## config.mk

```make
export PLATFORM = sky130hd
export DESIGN_NAME = mul_seq
export DESIGN_NICKNAME = d
export VERILOG_FILES = /design/src/rtl/nanolada_pkg.sv /design/src/rtl/mul_seq.sv
export SDC_FILE = /design/constraint.sdc
export NUM_CORES = 1
export LEC_CHECK = 0
export ABC_AREA = 1
export CORE_MARGIN = 5
export CORE_UTILIZATION = 30
export CTS_BUF_LIST = sky130_fd_sc_hd__clkbuf_4
export CTS_CLUSTER_DIAMETER = 80
export DETAILED_ROUTE_END_ITERATION = 6
export SKIP_CTS_REPAIR_TIMING = 1
export SLEW_MARGIN = 25
export SYNTH_ARGS = -nofsm -noshare
export SYNTH_HDL_FRONTEND = slang
export SYNTH_SLANG_ARGS = --single-unit
```

## constraint.sdc

```tcl
create_clock -name clk -period 3 [get_ports clk]
set_clock_uncertainty 0.05 [all_clocks]
set_input_delay 0.6 -clock clk [delete_from_list [all_inputs] [get_ports clk]]
set_output_delay 0.6 -clock clk [all_outputs]
set_load 0.01 [all_outputs]
```

## src/rtl/nanolada_pkg.sv

```systemverilog
// Shared nanoLADA definitions: ALU opcodes and the multiplier controller state encoding.
package nanolada_pkg;

    localparam int unsigned ALU_OP_W = 3;
    localparam int unsigned MUL_CNT_W = 5;

    localparam logic [ALU_OP_W-1:0] ALU_ADD  = 3'b000;
    localparam logic [ALU_OP_W-1:0] ALU_SUB  = 3'b001;
    localparam logic [ALU_OP_W-1:0] ALU_OR   = 3'b010;
    localparam logic [ALU_OP_W-1:0] ALU_AND  = 3'b011;
    localparam logic [ALU_OP_W-1:0] ALU_XOR  = 3'b100;
    localparam logic [ALU_OP_W-1:0] ALU_NEG  = 3'b101;
    localparam logic [ALU_OP_W-1:0] ALU_NOTA = 3'b110;
    localparam logic [ALU_OP_W-1:0] ALU_NOTB = 3'b111;

    typedef enum logic [1:0] {
        IDLE = 2'd0,
        RUN  = 2'd1,
        DONE = 2'd2
    } mul_state_e;

endpackage

```

## src/rtl/mul_seq.sv

```systemverilog
// Sequential unsigned shift-add multiplier controller; one add per cycle via the shared ALU.
module mul_seq
    import nanolada_pkg::*;
#(
    parameter bit          EARLY_ZERO = 1'b1,
    parameter int unsigned XLEN       = 32
) (
    input  logic                clk,
    input  logic                nreset,
    input  logic                req_valid,
    output logic                req_ready,
    input  logic [XLEN-1:0]     req_a,
    input  logic [XLEN-1:0]     req_b,
    output logic                rsp_valid,
    input  logic                rsp_ready,
    output logic [XLEN-1:0]     rsp_hi,
    output logic [XLEN-1:0]     rsp_lo,
    output logic [XLEN-1:0]     alu_a,
    output logic [XLEN-1:0]     alu_b,
    output logic                alu_cin,
    output logic [ALU_OP_W-1:0] alu_ops,
    input  logic [XLEN-1:0]     alu_s,
    input  logic                alu_cout
);

    localparam logic [MUL_CNT_W-1:0] CNT_LAST = MUL_CNT_W'(XLEN - 1);

    mul_state_e           state_q, state_d;
    logic [MUL_CNT_W-1:0] cnt_q, cnt_d;
    logic [XLEN-1:0]      p_hi_q, p_hi_d;
    logic [XLEN-1:0]      p_lo_q, p_lo_d;
    logic [XLEN-1:0]      m_q, m_d;

    always_ff @(posedge clk) begin
        if (!nreset) begin
            state_q <= IDLE;
            cnt_q   <= '0;
            p_hi_q  <= '0;
            p_lo_q  <= '0;
            m_q     <= '0;
        end else begin
            state_q <= state_d;
            cnt_q   <= cnt_d;
            p_hi_q  <= p_hi_d;
            p_lo_q  <= p_lo_d;
            m_q     <= m_d;
        end
    end

    // Next state and datapath; the 33-bit {cout,sum} is shifted right so nothing overflows.
    always_comb begin
        state_d = state_q;
        cnt_d   = cnt_q;
        p_hi_d  = p_hi_q;
        p_lo_d  = p_lo_q;
        m_d     = m_q;
        case (state_q)
            IDLE: begin
                if (req_valid) begin
                    m_d    = req_a;
                    p_lo_d = req_b;
                    p_hi_d = '0;
                    cnt_d  = '0;
                    if (EARLY_ZERO && ((req_a == '0) || (req_b == '0))) begin
                        p_lo_d  = '0;
                        state_d = DONE;
                    end else begin
                        state_d = RUN;
                    end
                end
            end
            RUN: begin
                if (p_lo_q[0]) begin
                    {p_hi_d, p_lo_d} = {alu_cout, alu_s, p_lo_q[XLEN-1:1]};
                end else begin
                    {p_hi_d, p_lo_d} = {1'b0, p_hi_q, p_lo_q[XLEN-1:1]};
                end
                cnt_d = cnt_q + MUL_CNT_W'(1);
                if (cnt_q == CNT_LAST) begin
                    state_d = DONE;
                end
            end
            DONE: begin
                if (rsp_ready) begin
                    state_d = IDLE;
                end
            end
            default: state_d = IDLE;
        endcase
    end

    // Handshake and ALU drive decode registered state only.
    always_comb begin
        req_ready = 1'b0;
        rsp_valid = 1'b0;
        alu_a     = '0;
        alu_b     = '0;
        alu_cin   = 1'b0;
        alu_ops   = ALU_ADD;
        case (state_q)
            IDLE: req_ready = 1'b1;
            RUN: begin
                alu_a = p_hi_q;
                alu_b = m_q;
            end
            DONE: rsp_valid = 1'b1;
            default: ;
        endcase
    end

    assign rsp_hi = p_hi_q;
    assign rsp_lo = p_lo_q;

endmodule

```

==> results of run 1 <==
==> area by class of cell <==
type | count | share of cell area (%)
Clock buffer | 11 | 1.059
Antenna cell | 1 | 0.03209
Inverter | 125 | 6.081
Multi-Input combinational cell | 478 | 30.68
Timing Repair Buffer | 245 | 31.06
Clock inverter | 5 | 1.043
Sequential cell | 103 | 26.44
Tap cell | 225 | 3.610
==> critical path, stage by stage (launching register included) <==
cell and delay [ns]:
dfxtp_1 0.50, nand2_8 0.21, buf_4 0.28, nor2_1 0.12, clkdlybuf4s50_1 0.55
==> stage by stage <==
stage / hold slack (ns) / util, %
floorplan: 0.3800 / -
global placement: 0.3926 / 44.54
detailed placement: 0.4039 / 44.54
CTS: 0.4250 / 45.50
global route: 0.4508 / 45.56
finish: 0.4206 / 45.56
==> worst paths after layout <==
check                  start   endpoint  slack (ns)  cells after the start
hold / removal       m_q[27]    m_q[27]        0.42                      2
hold reg to reg      m_q[27]    m_q[27]        0.42                      2
setup / recovery  state_q[0]  alu_b[13]        0.23                      4
setup reg to reg  state_q[0]  rsp_hi[7]        0.77                      8
==> cell usage in the layout, fill, tap and decap left out, drive strengths merged <==
cell           Yosys  routed
o211ai             1       1
buf               28      16
nor4               1       1
bufinv             0       2
clkinv             0       1
a211o              1       1
dfxtp            103     103
and2               2       2
ha                 2       2
diode              0       1
nor2             134     134
nand4              4       4
o221ai            15      15
inv              125     126
clkdlybuf4s50      0     229
nand3             34      34
conb               1       4
nand2             61      61
a21oi            105     105
clkinvlp           0       1
o21ai             98      98
o22ai             16      16
clkbuf            28      11
==> metal layers <==
metal  routed length, um  up-vias
li1                    -     2852
met1                7837     2518
met2                8192      220
met3                1712       18
met4                 284        0
met5                   0        -
==> cell families (layout without fill, tap and decap cells) <==
kind of cell,Yosys count,count (layout)
AND/OR/NAND/NOR,236,236
adder cells (fa/ha/maj),2,2
other,1,5
flip-flops,103,103
AO/OA/AOI/OAI,236,236
buffers and inverters,181,386
==> report_power, final <==
part,switching [mW],internal [mW]
sequential,0.104,1.53
clock,0.470,0.359
combinational,0.677,0.562
==> flip-flops by register name (all words and copies together), names as in the netlist <==
name	cells
cnt_q	5
m_q	32
rsp_hi	32
rsp_lo	32
state_q	2
==> results.toml, run 1 <==
[global_routing]
grtUsageMet2_pct = 28.39
grt_pass1_vias = 5408
grt_max_degree = 67
antenna_found_initial = 1
met3_usage_pct = 4.516
top_usage_layer = "met2"
grt_util_all_layers_pct = 17.64
overflow = 0
grt_pass1_wl_um = 28750
use_met1_pct = 23.31

[clock_network]
htreeDepth = 3
cts.sinks = 103
numCtsBuffers = 9
cts.path.max_buffers = 2
clock_latency_ns = 0.46
cts-root-buf = "clkbuf_4"
clkSlewWorstSetupHoldPaths_ns = 0.17
cts_tree = "done"

[timing]
report.final.slew_viol_count = 0
worst_pin_slew_ns = 0.6011
relSlewSlack_pct = 59.93
period_share_pct = 92.48
setup_viol = 0
rsz0062_at_grt = "false"
period_minus_slack_ns = 2.775
fin_setup_tns_ns = 0
layout_setup_ws_ns = 0.2255
fmax_mhz = 360.4
hold_viol = 0

[synthesis]
synth_top_cells_by_area = "dfxtp_1 (40%), nor2_1 (9.5%), o21ai_0 (9.4%), a21oi_1 (9.3%), inv_1 (8.6%)"
synth_flop_cell = "dfxtp_1"
ys_top_cells_by_count = "nor2_1 (131), inv_1 (119), dfxtp_1 (103)"
synth.most_common_cell = "nor2_1"
avgSynthCellArea_sq_um = 6.820
synth-xor-area-share_pct = 0
synth.top_cell.area_share_pct = 39.84
ys_async_sr_fraction_pct = 0
ys_seq_area_share_pct = 39.84
yosysUniqueCellTypes = 31
synth_compound_area_share_pct = 26.03
synth-seq-cells = 103
syn_inst = 759
netlist_area_sq_um = 5176
synth-simple-area-share_pct = 19.24
synth_top_family_by_area = "compound AO/OA/AOI/OAI gates"
synth_mux_area_share_pct = 0
synthAdderAreaFrac_pct = 0.4834
yosysTopAreaCell = "dfxtp_1"
synth_edf_count = 0
ys_warn_count = 0

[worst_setup_path]
critical_path_class = "reg -> out"
endpoint_kind = "output pin"
crit_required_ns = 2.35
cp.arrival_ns = 2.12
crit_path_start_kind = "flip-flop"
worstPathMaxFanout = 38

[outcome]
status = "finished, final reports clean"

[place]
placed_area_sq_um = 7624
numPlacedInstances = 1176
post-place-ws_ns = 0.6141
dpl.hpwl_um = 13090
gp_congestion = 0.8352
io_buffers = 230

[route]
final_antenna_net_count = 0
drt_wl_total_um = 18030
drtPass1Iterations = 5
via_per_inst = 4.701
vias = 5608
drc = 0
drt_iter0_markers = 267
wl_per_cell_um = 15.11

[power]
irDropWorstVdd_v = 0.0002697
power.total_mw = 3.705
leakage_nw = 2.951
powerDensity_nw_per_um2 = 475.0

[min_path]
min_path_type = "reg -> reg"

[cells_and_area]
final_cell_area_sq_um = 7799
layout-drive-gt1-share_pct = 6.205
nNetsFinal = 1065
ff_latch_area_sq_um = 2062
nFillCells = 1813
finalNonFillerCells = 1193
area_growth_pct = 50.66
multi_input_area_sq_um = 2392

[floorplan]
io_pins = 235
rows = 48
start_util_pct = 30.24
die_area_sq_um = 19980
core_area_sq_um = 17120
fp.dieW_um = 141.4
die_h_um = 141.4

[job]
cap_violations = 0
Power figures use the tool's default switching activity.
==> run 2: changes to the inputs <==
--- a/config.mk
+++ b/config.mk
@@ -11,6 +11,8 @@
 export CTS_BUF_LIST = sky130_fd_sc_hd__clkbuf_4
 export CTS_CLUSTER_DIAMETER = 80
 export DETAILED_ROUTE_END_ITERATION = 6
+export PLACE_DENSITY = 0.71
+export SETUP_SLACK_MARGIN = 0.05
 export SKIP_CTS_REPAIR_TIMING = 1
 export SLEW_MARGIN = 25
 export SYNTH_ARGS = -nofsm -noshare
==> constraint.sdc (replaced) <==
create_clock -name clk -period 2.4 [get_ports clk]
set_clock_uncertainty 0.05 [all_clocks]
set_input_delay 0.48 -clock clk [delete_from_list [all_inputs] [get_ports clk]]
set_output_delay 0.48 -clock clk [all_outputs]
set_load 0.01 [all_outputs]
==> run 2 against run 1 <==
  * Largest cell class unchanged
  * Non-clock buffer count up 6
  * Register-to-register slack got worse by 0.33 ns
  * Sequential share of layout area down 0.87 points
  * The run now ends with design-rule violations left
  * Critical endpoint is now rsp_valid
==> results.toml, run 2 (synthesis results as in run 1) <==
[timing]
setup_viol = 0
period_minus_slack_ns = 2.212
fin_setup_tns_ns = 0
report.final.slew_viol_count = 0
rsz0062_at_grt = "false"
whs_ns = 0.3635
period_share_pct = 92.16
fmax_mhz = 452.1
hold_viol = 0

[worst_setup_path]
endpoint_kind = "output pin"
r2r-start = "state_q[1]"
slowest_stage = "clkdlybuf4s50_1"
reg2regPathDepth = 10
crit_path_start_kind = "flip-flop"
worstPathMaxFanout = 4
critical_path_class = "reg -> out"
cp.arrival_ns = 1.68
crit_chain = "inv_4, nor2_1, clkdlybuf4s50_1"
crit_required_ns = 1.87
r2r_end = "rsp_lo[16]"
max_stage_delay_ns = 0.61
r2r_slack_ns = 0.44

[route]
vias = 5716
final_antenna_net_count = 0
drt_iter0_markers = 368
drt_wl_total_um = 17890
wl_per_cell_um = 14.93
drtPass1Iterations = 7
via_per_inst = 4.771
drc = 3

[cells_and_area]
final_cell_mix = "clkdlybuf4s50_1 (165), nor2_1 (122), inv_1 (119)"
layout-drive-gt1-share_pct = 7.811
area_growth_pct = 55.91
nFillCells = 1721
finalNonFillerCells = 1198
nNetsFinal = 1071
final_common_cell = "clkdlybuf4s50_1"
final_util_pct = 47.15
multi_input_area_sq_um = 2420
num_antenna_cells = 0
ff_latch_area_sq_um = 2063

[min_path]
hold_path_end = "m_q[29]"
min_path_type = "in -> reg"
holdPathStages = 3
min_from = "nreset"

[floorplan]
start_util_pct = 30.24
core_area_sq_um = 17120
rows = 48
die_h_um = 141.4
io_pins = 235
fp.dieW_um = 141.4
die_area_sq_um = 19980

[power]
power.total_mw = 4.695
switching_share_pct = 34.11
combPwrFrac_pct = 33.9
intPower_mw = 3.093
leakage_nw = 4.155
p_switching_mw = 1.602
irDropWorstVdd_v = 0.0003179
clockPowerShare_pct = 22.4
powerDensity_nw_per_um2 = 581.8
seqPwrFrac_pct = 43.6

[global_routing]
grt_max_degree = 37
antenna_found_initial = 0
grt_util_all_layers_pct = 17.02
overflow = 0
grt_pass1_vias = 5485
grt_pass1_wl_um = 27930

[place]
dpl.hpwl_um = 13020
numPlacedInstances = 1182
gp_congestion = 0.9002
io_buffers = 230

[clock_network]
cts.sinks = 103
cts_tree = "done"
cts-root-buf = "clkbuf_4"
clkSlewWorstSetupHoldPaths_ns = 0.17
clock_latency_ns = 0.46
htreeDepth = 3
numCtsBuffers = 9
cts.path.max_buffers = 2

[outcome]
violations = "design-rule violations"
status = "complete, but fails checks"

[job]
cap_violations = 0
run 2: cell count changes in the layout (fill, tap and decap cells not counted), moves of 2 or more:
cell / before / now
clkinvlp_4: 1 / 3
clkdlybuf4s50_1: 229 / 165
buf_4: 14 / 16
nor2_1: 131 / 122
buf_12: 1 / 3
nor2_2: 1 / 9
buf_6: 0 / 2
dlymetal6s2s_1: 0 / 64
run 2: area by class of cell:
cell class              count  area share, %
clock inverters             6          1.163
multi-input cells         478          29.98
flip-flops and latches    103          25.57
well taps                 225          3.488
clock buffers              10         0.9302
inverters                 125          5.907
repair buffers            251          32.96
run 2: how the worst max path moves through the flow:
stage               start          to  slack [ns]
2_1_floorplan  state_q[1]    alu_a[0]        0.74
4_1_cts        state_q[0]   alu_b[11]       -0.24
3_5_place_dp    req_valid  rsp_lo[24]        0.23
6_report       state_q[1]   rsp_valid        0.19
3_3_place_gp    req_valid  rsp_lo[13]        0.27
5_1_grt        state_q[1]   alu_a[16]        0.09
run 2: through the flow:
step           cell area [sq um]  setup slack, ns
4_1_cts                     7863          -0.2371
6_report                    8070           0.1882
5_1_grt                     8070          0.08623
3_5_place_dp                7694           0.2329
2_1_floorplan               5187           0.7435
3_3_place_gp                7694           0.2695
run 2: power by group through the flow:
stage	logic, mW	registers, mW	clock network (mW)
4_1_cts	1.61	2.05	1.09
3_3_place_gp	1.59	2.08	0
3_5_place_dp	1.60	2.08	0
6_report	1.59	2.05	1.05
5_1_grt	1.77	2.08	1.16
2_1_floorplan	0.784	2.11	0
run 2: layer usage:
| metal | track usage, % | routed length (um) |
|---|---|---|
| met3 | 4.179 | 1530 |
| met2 | 27.56 | 8144 |
| met4 | 5.711 | 399 |
| met5 | 0 | 0 |
| met1 | 22.23 | 7813 |
run 2: critical path: cells and delay by family (launching register included):
kind	cells	cell delay, ns
DFF	1	0.39
buffers and inverters	2	0.68
and+or+nand+nor	1	0.15
